<file path="config.mk">
export PLATFORM = sky130hd
export DESIGN_NAME = smc_access_sched
export DESIGN_NICKNAME = d
export VERILOG_FILES = /design/src/rtl/smc_access_sched.sv
export SDC_FILE = /design/constraint.sdc
export NUM_CORES = 1
export LEC_CHECK = 0
export CELL_PAD_IN_SITES_DETAIL_PLACEMENT = 0
export CELL_PAD_IN_SITES_GLOBAL_PLACEMENT = 1
export CORE_ASPECT_RATIO = 1.2
export CORE_UTILIZATION = 34
export CTS_CLUSTER_DIAMETER = 120
export DETAILED_ROUTE_END_ITERATION = 10
export PLACE_DENSITY = 0.77
export SETUP_SLACK_MARGIN = 0.15
export SLEW_MARGIN = 10
export SYNTH_ARGS = -nofsm -noshare
export SYNTH_HDL_FRONTEND = slang
export SYNTH_SLANG_ARGS = --single-unit
</file>
<file path="constraint.sdc">
create_clock -name clk -period 3.7 [get_ports clk]
set_input_delay 0.37 -clock clk [delete_from_list [all_inputs] [get_ports clk]]
set_output_delay 0.37 -clock clk [all_outputs]
set_load 0.02 [all_outputs]
</file>
<file path="src/rtl/smc_access_sched.sv">
// smc_access_sched: round-robin I/D address-window checker with cache-line encryption handshake
module smc_access_sched #(
  parameter int unsigned TIMEOUT = 255
) (
  input  logic        clk,
  input  logic        rst,
  input  logic        cfg_we,
  input  logic        cfg_clr,
  input  logic [31:0] cfg_low,
  input  logic [31:0] cfg_high,
  input  logic        ireq,
  input  logic [31:0] iaddr,
  output logic        iack,
  output logic        ihit,
  input  logic        dreq,
  input  logic [31:0] daddr,
  output logic        dack,
  output logic        dhit,
  output logic        cl_req,
  output logic [31:0] cl_addr,
  output logic        cl_src,
  input  logic        cl_done,
  output logic        win_en,
  output logic [31:0] win_low,
  output logic [31:0] win_high,
  output logic        busy,
  output logic        err
);
  localparam logic [7:0] TMAX = 8'(TIMEOUT - 1);
  typedef enum logic [1:0] {IDLE, CHECK, CL_REQ, ACK} state_t;
  state_t state_q, state_d;
  logic [31:0] addr_q, addr_d, low_q, low_d, high_q, high_d, plow_q, plow_d, phigh_q, phigh_d, cfg_l, cfg_h;
  logic [7:0] cnt_q, cnt_d;
  logic src_q, src_d, hit_q, hit_d, prio_q, prio_d, en_q, en_d, err_q, err_d, pend_q, pend_d, pclr_q, pclr_d;
  logic live, cfg_v, cfg_c, cfg_ok, gsrc, win_hit, tmo;
  always_comb begin
    live = cfg_we | cfg_clr;
    cfg_v = live | pend_q;
    cfg_c = live ? cfg_clr : pclr_q;
    cfg_l = live ? cfg_low : plow_q;
    cfg_h = live ? cfg_high : phigh_q;
    cfg_ok = cfg_l <= cfg_h;
    gsrc = (ireq & dreq) ? prio_q : dreq;
    win_hit = en_q && (low_q <= addr_q) && (addr_q <= high_q);
    tmo = !cl_done && (cnt_q == TMAX);
  end
  always_comb begin
    state_d = state_q;
    addr_d = addr_q;
    src_d = src_q;
    hit_d = hit_q;
    prio_d = prio_q;
    cnt_d = cnt_q;
    case (state_q)
      IDLE: if (ireq | dreq) begin
        state_d = CHECK;
        addr_d = gsrc ? daddr : iaddr;
        src_d = gsrc;
        prio_d = ~gsrc;
      end
      CHECK: begin
        state_d = win_hit ? CL_REQ : ACK;
        hit_d = win_hit;
        cnt_d = '0;
      end
      CL_REQ: begin
        state_d = (cl_done | tmo) ? ACK : CL_REQ;
        hit_d = cl_done;
        cnt_d = cnt_q + 8'd1;
      end
      default: state_d = IDLE;
    endcase
  end
  always_comb begin
    en_d = en_q;
    low_d = low_q;
    high_d = high_q;
    err_d = err_q | (state_q == CL_REQ && tmo);
    pend_d = pend_q;
    pclr_d = pclr_q;
    plow_d = plow_q;
    phigh_d = phigh_q;
    if (state_q == IDLE) begin
      pend_d = 1'b0;
      if (cfg_v && cfg_c) en_d = 1'b0;
      else if (cfg_v) begin
        en_d = cfg_ok;
        err_d = !cfg_ok;
        low_d = cfg_ok ? cfg_l : low_q;
        high_d = cfg_ok ? cfg_h : high_q;
      end
    end else if (live) begin
      pend_d = 1'b1;
      pclr_d = cfg_clr;
      plow_d = cfg_low;
      phigh_d = cfg_high;
    end
  end
  always_ff @(posedge clk) begin
    if (!rst) begin
      state_q <= IDLE;
      addr_q <= '0;
      src_q <= 1'b0;
      hit_q <= 1'b0;
      prio_q <= 1'b0;
      cnt_q <= '0;
      en_q <= 1'b0;
      low_q <= '0;
      high_q <= '0;
      err_q <= 1'b0;
      pend_q <= 1'b0;
      pclr_q <= 1'b0;
      plow_q <= '0;
      phigh_q <= '0;
    end else begin
      state_q <= state_d;
      addr_q <= addr_d;
      src_q <= src_d;
      hit_q <= hit_d;
      prio_q <= prio_d;
      cnt_q <= cnt_d;
      en_q <= en_d;
      low_q <= low_d;
      high_q <= high_d;
      err_q <= err_d;
      pend_q <= pend_d;
      pclr_q <= pclr_d;
      plow_q <= plow_d;
      phigh_q <= phigh_d;
    end
  end
  assign busy = state_q != IDLE;
  assign iack = state_q == ACK && !src_q;
  assign dack = state_q == ACK && src_q;
  assign ihit = iack & hit_q;
  assign dhit = dack & hit_q;
  assign cl_req = state_q == CL_REQ;
  assign cl_addr = addr_q;
  assign cl_src = src_q;
  assign win_en = en_q;
  assign win_low = low_q;
  assign win_high = high_q;
  assign err = err_q;
endmodule

</file>
After elaboration in Yosys (flattened, before gate mapping)
Cells that the tools add are included.
{"block": "op_classes", "magnitude_cmp": 3, "n_addsub": 1, "eq_ne": 5, "muxes": 16, "bitwise_logic": 11, "n_reduce_logical": 18}
{"op": "32-bit less-or-equal comparator", "n": 3}
{"op": "32-bit 2-to-1 mux", "n": 3}
{"op": "8-bit one-hot mux with 2 select lines", "n": 1}
{"op": "1-bit 2-to-1 mux", "n": 9}
{"op": "8-bit by 1-bit adder with 8-bit output, second input constant", "n": 1}
{"op": "8-bit equality test, second input constant", "n": 1}
{"op": "1-bit logical AND", "n": 7}
{"op": "2-bit one-hot mux with 3 select lines", "n": 1}
{"op": "2-bit nonzero test", "n": 3}
{"op": "1-bit bitwise OR", "n": 5}
{"op": "2-bit equality test, second input constant", "n": 2}
{"op": "2-bit AND reduction", "n": 2}
{"op": "4-bit AND reduction", "n": 1}
{"op": "1-bit bitwise AND", "n": 3}
{"op": "1-bit zero test", "n": 3}
{"op": "1-bit inverter", "n": 3}
{"op": "2-bit by 1-bit equality test with 1-bit output, second input constant", "n": 1}
{"op": "2-bit zero test", "n": 1}
{"op": "2-bit 2-to-1 mux", "n": 1}
{"op": "2-bit != test, second input constant", "n": 1}
{"op": "1-bit one-hot mux with 2 select lines", "n": 1}
{"op": "2-bit OR reduction", "n": 1}
{"block": "word_totals", "register_bits": 177, "input_bits": 135, "out_inout_bits": 105, "elab_cells": 68}

Longest topological paths before layout
Gate-level depths: netlist of the first run.
{"block": "depth", "depth_word": 7, "depth_mapped": 15, "depth_no_buf": 10}

Worst setup path before layout of the first run
No wires, ideal clock.
{"block": "synth_timing", "kind": "in2reg", "from": "in cfg_clr", "to": "reg high_q[26], in the netlist win_high[26]", "path_stages": 15, "path_slack_ns": 0.025, "n_path_buf": 5, "t_required_ns": 3.641, "arrival_time_ns": 3.615, "setup_ns": 0.059, "cell_sequence": "or2_2 -> clkbuf_1 -> clkbuf_1 -> buf_1 -> mux2i_1 -> ha_1 -> nand3_1 -> or4_1 -> a21oi_1 -> and3b_1 -> o211ai_2 -> buf_6 -> buf_8 -> mux2i_1 -> and2_1"}
{"block": "synth_between", "elab_chain_len": 5, "word_cells_on_any_way": 9, "classes_between": "order compare: 1; mux: 3; bitwise: 3; reduce/logical: 2"}
{"element": "from (decl)", "line": "8", "rtl": "input logic cfg_clr,"}
{"element": "parallel branches: the longest is 5 deep, another holds 32-bit less-or-equal comparator"}
{"element": "to (signal assigned)", "line": "124", "rtl": "high_q <= high_d;"}
{"element": "to (decl)", "line": "32", "rtl": "logic [31:0] addr_q, addr_d, low_q, low_d, high_q, high_d, plow_q, plow_d, phigh_q, phigh_d, cfg_l, cfg_h;"}
Several ways; the timed one is not identified.
A chain may end at the register's enable or synchronous reset.

Worst setup path after layout of the first run
{"block": "layout_timing", "from": "in cfg_we", "to": "reg high_q[23], in the netlist win_high[23]"}
{"block": "layout_between", "word_cells_on_any_way": 9, "classes_between": "order compare: 1; mux: 3; bitwise: 3; reduce/logical: 2"}
{"element": "from (decl)", "line": "7", "rtl": "input logic cfg_we,"}
{"element": "1-bit bitwise OR", "line": "37", "rtl": "live = cfg_we | cfg_clr;"}
{"element": "32-bit 2-to-1 mux"}
{"element": "net cfg_l[21]", "line": "32"}
{"element": "32-bit less-or-equal comparator", "line": "42", "rtl": "cfg_ok = cfg_l <= cfg_h;"}
{"element": "4-bit AND reduction (no line)"}
The timed path passes the listed nets, and every way through them passes these cells.

==> results of run 1 <==
[routing by layer]
metal  part of all wire  vias up  GRT usage
met5                  0        -          0
met4              0.018        0     0.0631
met3              0.042       26     0.0322
met2               0.51      207      0.390
met1               0.43     4114      0.255
li1                   -     4423          -
[worst max-delay path: cells and delay by family]
family          cells  cell delay, ps
compound gates      3             770
simple gates        4             870
mux                 2             430
buf+inv             5             970
fa+ha+maj           1             300
[path summary, 6_finish.rpt]
| check | slack (ps) | cells past startpoint | to |
|---|---|---|---|
| worst max register to register | 720 | 11 | win_high[23] |
| worst min-delay path | 470 | 2 | plow_q[2] |
| worst max-delay path | 260 | 15 | win_high[23] |
| worst min register to register | 470 | 2 | plow_q[2] |
[flip-flops by register name, summed over array words and instances, names as in the netlist]
name and flops:
state_q 2, phigh_q 32, cl_src 1, win_high 32
pend_q 1, hit_q 1, err 1, cnt_q 8
pclr_q 1, win_low 32, plow_q 32, prio_q 1
win_en 1, cl_addr 32
[layout make-up]
class                      instances  area share
sequential                       177       0.253
clock inverter                    13      0.0122
tap                              385      0.0344
inverter                          74      0.0198
timing repair buffer             337       0.231
multi-input combinational        780       0.417
clock buffer                      19      0.0323
[cell usage in the layout, fill, tap and decap left out, types with 32 or more instances in the layout]
master	instances
o21ai_0	52
mux2_2	32
nor2b_1	72
a21boi_0	33
inv_1	73
mux2i_1	96
nand2_1	133
a222oi_1	32
buf_4	92
dfxtp_1	177
a21oi_1	48
and2_1	68
clkdlybuf4s50_1	236
ha_1	101
[kinds of logic (layout without fill, tap and decap cells)]
kind of cell | after synthesis | after routing | share of synthesized area
simple gates | 344 | 345 | 0.180
flops | 177 | 177 | 0.358
compound gates | 200 | 200 | 0.137
xor+xnor | 4 | 4 | 0.00354
fa+ha+maj | 102 | 102 | 0.129
mux | 129 | 129 | 0.135
buf+inv | 132 | 443 | 0.0578
[where the power goes]
group | switching, µW | leakage, µW | total [µW] | internal [µW]
logic | 2200 | 0.00435 | 3910 | 1710
clock network | 828 | 0.000301 | 1940 | 1110
registers | 306 | 0.00145 | 2610 | 2300
[repair_timing]
action,CTS,global route
buffers inserted,3,0
hold buffers,0,0
gates resized for setup,4,2
pin swaps,3,2
cloned,3,0
endpoints found under the setup margin,65,6
hold endpoints to repair,0,0
[through the flow]
stage	utilization	TNS, ps	setup slack [ps]
after CTS	0.488	0	283
after floorplan	-	0	174
after detailed placement	0.462	-26900	-446
after global placement	0.462	-24190	-425
after global routing	0.488	0	152
final	0.488	0	264
==> flow_summary.toml, run 1 <==
[global_routing]
grt_pass1_wl_um = 48300
grt_max_degree = 95
grt_pass1_vias = 8788
grt_usage = 0.215
grt-ovfl-total = 0
antenna_found_initial = 0

[sta]
finalSetupViolations = 0
rsz0062_at_grt = "no"
finalMaxSlewViolations = 0
hold_violations = 0
final.setup_skew_ps = 12.3
tightestPinTransition_ps = 957
max_freq_mhz = 291
max_slew_margin = 0.362
holdWs_ps = 470
timing.final.crit_share = 0.929
period_minus_slack_ps = 3440

[floorplan]
io_pins = 240
die_h_um = 189
die_area_mm2 = 0.0298
start_util = 0.345
coreArea_mm2 = 0.0287
die_w_um = 158
rows = 68

[place]
post-place-cells = 1747
gp_congestion = 0.791
port_buffers = 239
hpwl_um = 22900
placed_cell_area_mm2 = 0.0133

[synth]
syn_area_per_cell_um2 = 9.09
synth_ff_type = "dfxtp_1"
synth_most_common_cell = "dfxtp_1"
yosys.area.top_type = "dfxtp_1"
syn_inst = 1088
synth_fp_nets = 1325
syn_area_mm2 = 0.00989
ys_seq_area_frac = 0.358
ys_top_cells_by_area = "dfxtp_1 36%, ha_1 13%, mux2i_1 9.8%, nand2_1 5.0%, nor2b_1 4.6%"
synth_cell_types = 54
ys_warn_count = 0
yosys-top-cells-count = "177 x dfxtp_1, 133 x nand2_1, 102 x ha_1, 97 x mux2i_1, 73 x inv_1"
synthArstFlopShare = 0
ys_ff_latch = 177
synth_edf_count = 0
synth_top_area_share = 0.358

[clock_tree]
clk_root_buffer_cell = "clkbuf_16"
insertion_delay_ps = 430
path_clk_slew_ps = 70
clock_sinks = 177
cts.path.max_buffers = 2
cts_tree = "yes"
htreeDepth = 4
cts_buffers = 17

[worst_setup_path]
cp_max_fo = 19
arrival_ps = 3760
cp-start-kind = "input pin"
critPathRequiredTime_ps = 4030
path_common_cell = "buf_12"
cpPeakStageDelay_ps = 320
worstPathCellList = "dlygate4sd2_1 -> or2_4 -> buf_12 -> buf_12 -> mux2_2 -> ha_1 -> and4_1 -> and4_1 -> a221o_1 -> o211ai_1 -> o211ai_4 -> buf_12 -> buf_12 -> mux2i_1 -> and2_1"
crit_path_end_kind = "flop"
crit_type = "input pin to flop"
r2r-start = "plow_q[29]"
slowest_stage = "a221o_1"
crit_path_start = "cfg_we"

[routing]
drtPass1Iterations = 5
via_count = 8770
wirelength_um = 31600
drt_iter0_markers = 430
wl_per_cell_um = 17.7
drc = 0
final_antenna_net_count = 0
routed_via_density = 4.91

[layout]
syn_to_final_growth_pct = 41.6
fin_cells = 1785
fillers = 2763
register_area_mm2 = 0.00354
stdcell_area_mm2 = 0.0140
multi_input_area_mm2 = 0.00584
nNetsFinal = 1624
layout-drive-gt1-share = 0.123
diodes = 0

[worst_hold_path]
worstHoldStart = "plow_q[2]"
hp-class = "flop to flop"

[power_and_ir_drop]
vdd_drop_max_v = 0.000569
p_leak_uw = 0.00610
cellPowerDensity_mw_per_mm2 = 604
power_uw = 8460

[flow_run]
max-cap-violations = 0

[status]
status = "complete, no violations"
Power figures use the tool's default switching activity.
==> inputs of run 2 (changes only) <==
- ABC_CLOCK_PERIOD_IN_PS: unset -> 3700
==> results of run 2 <==
No change in the layout: final DEF, timing and power equal those of run 1.
==> inputs of run 3 (changes only) <==
- TNS_END_PERCENT: unset -> 100
==> results of run 3 <==
No change in the layout: final DEF, timing and power equal those of run 1.
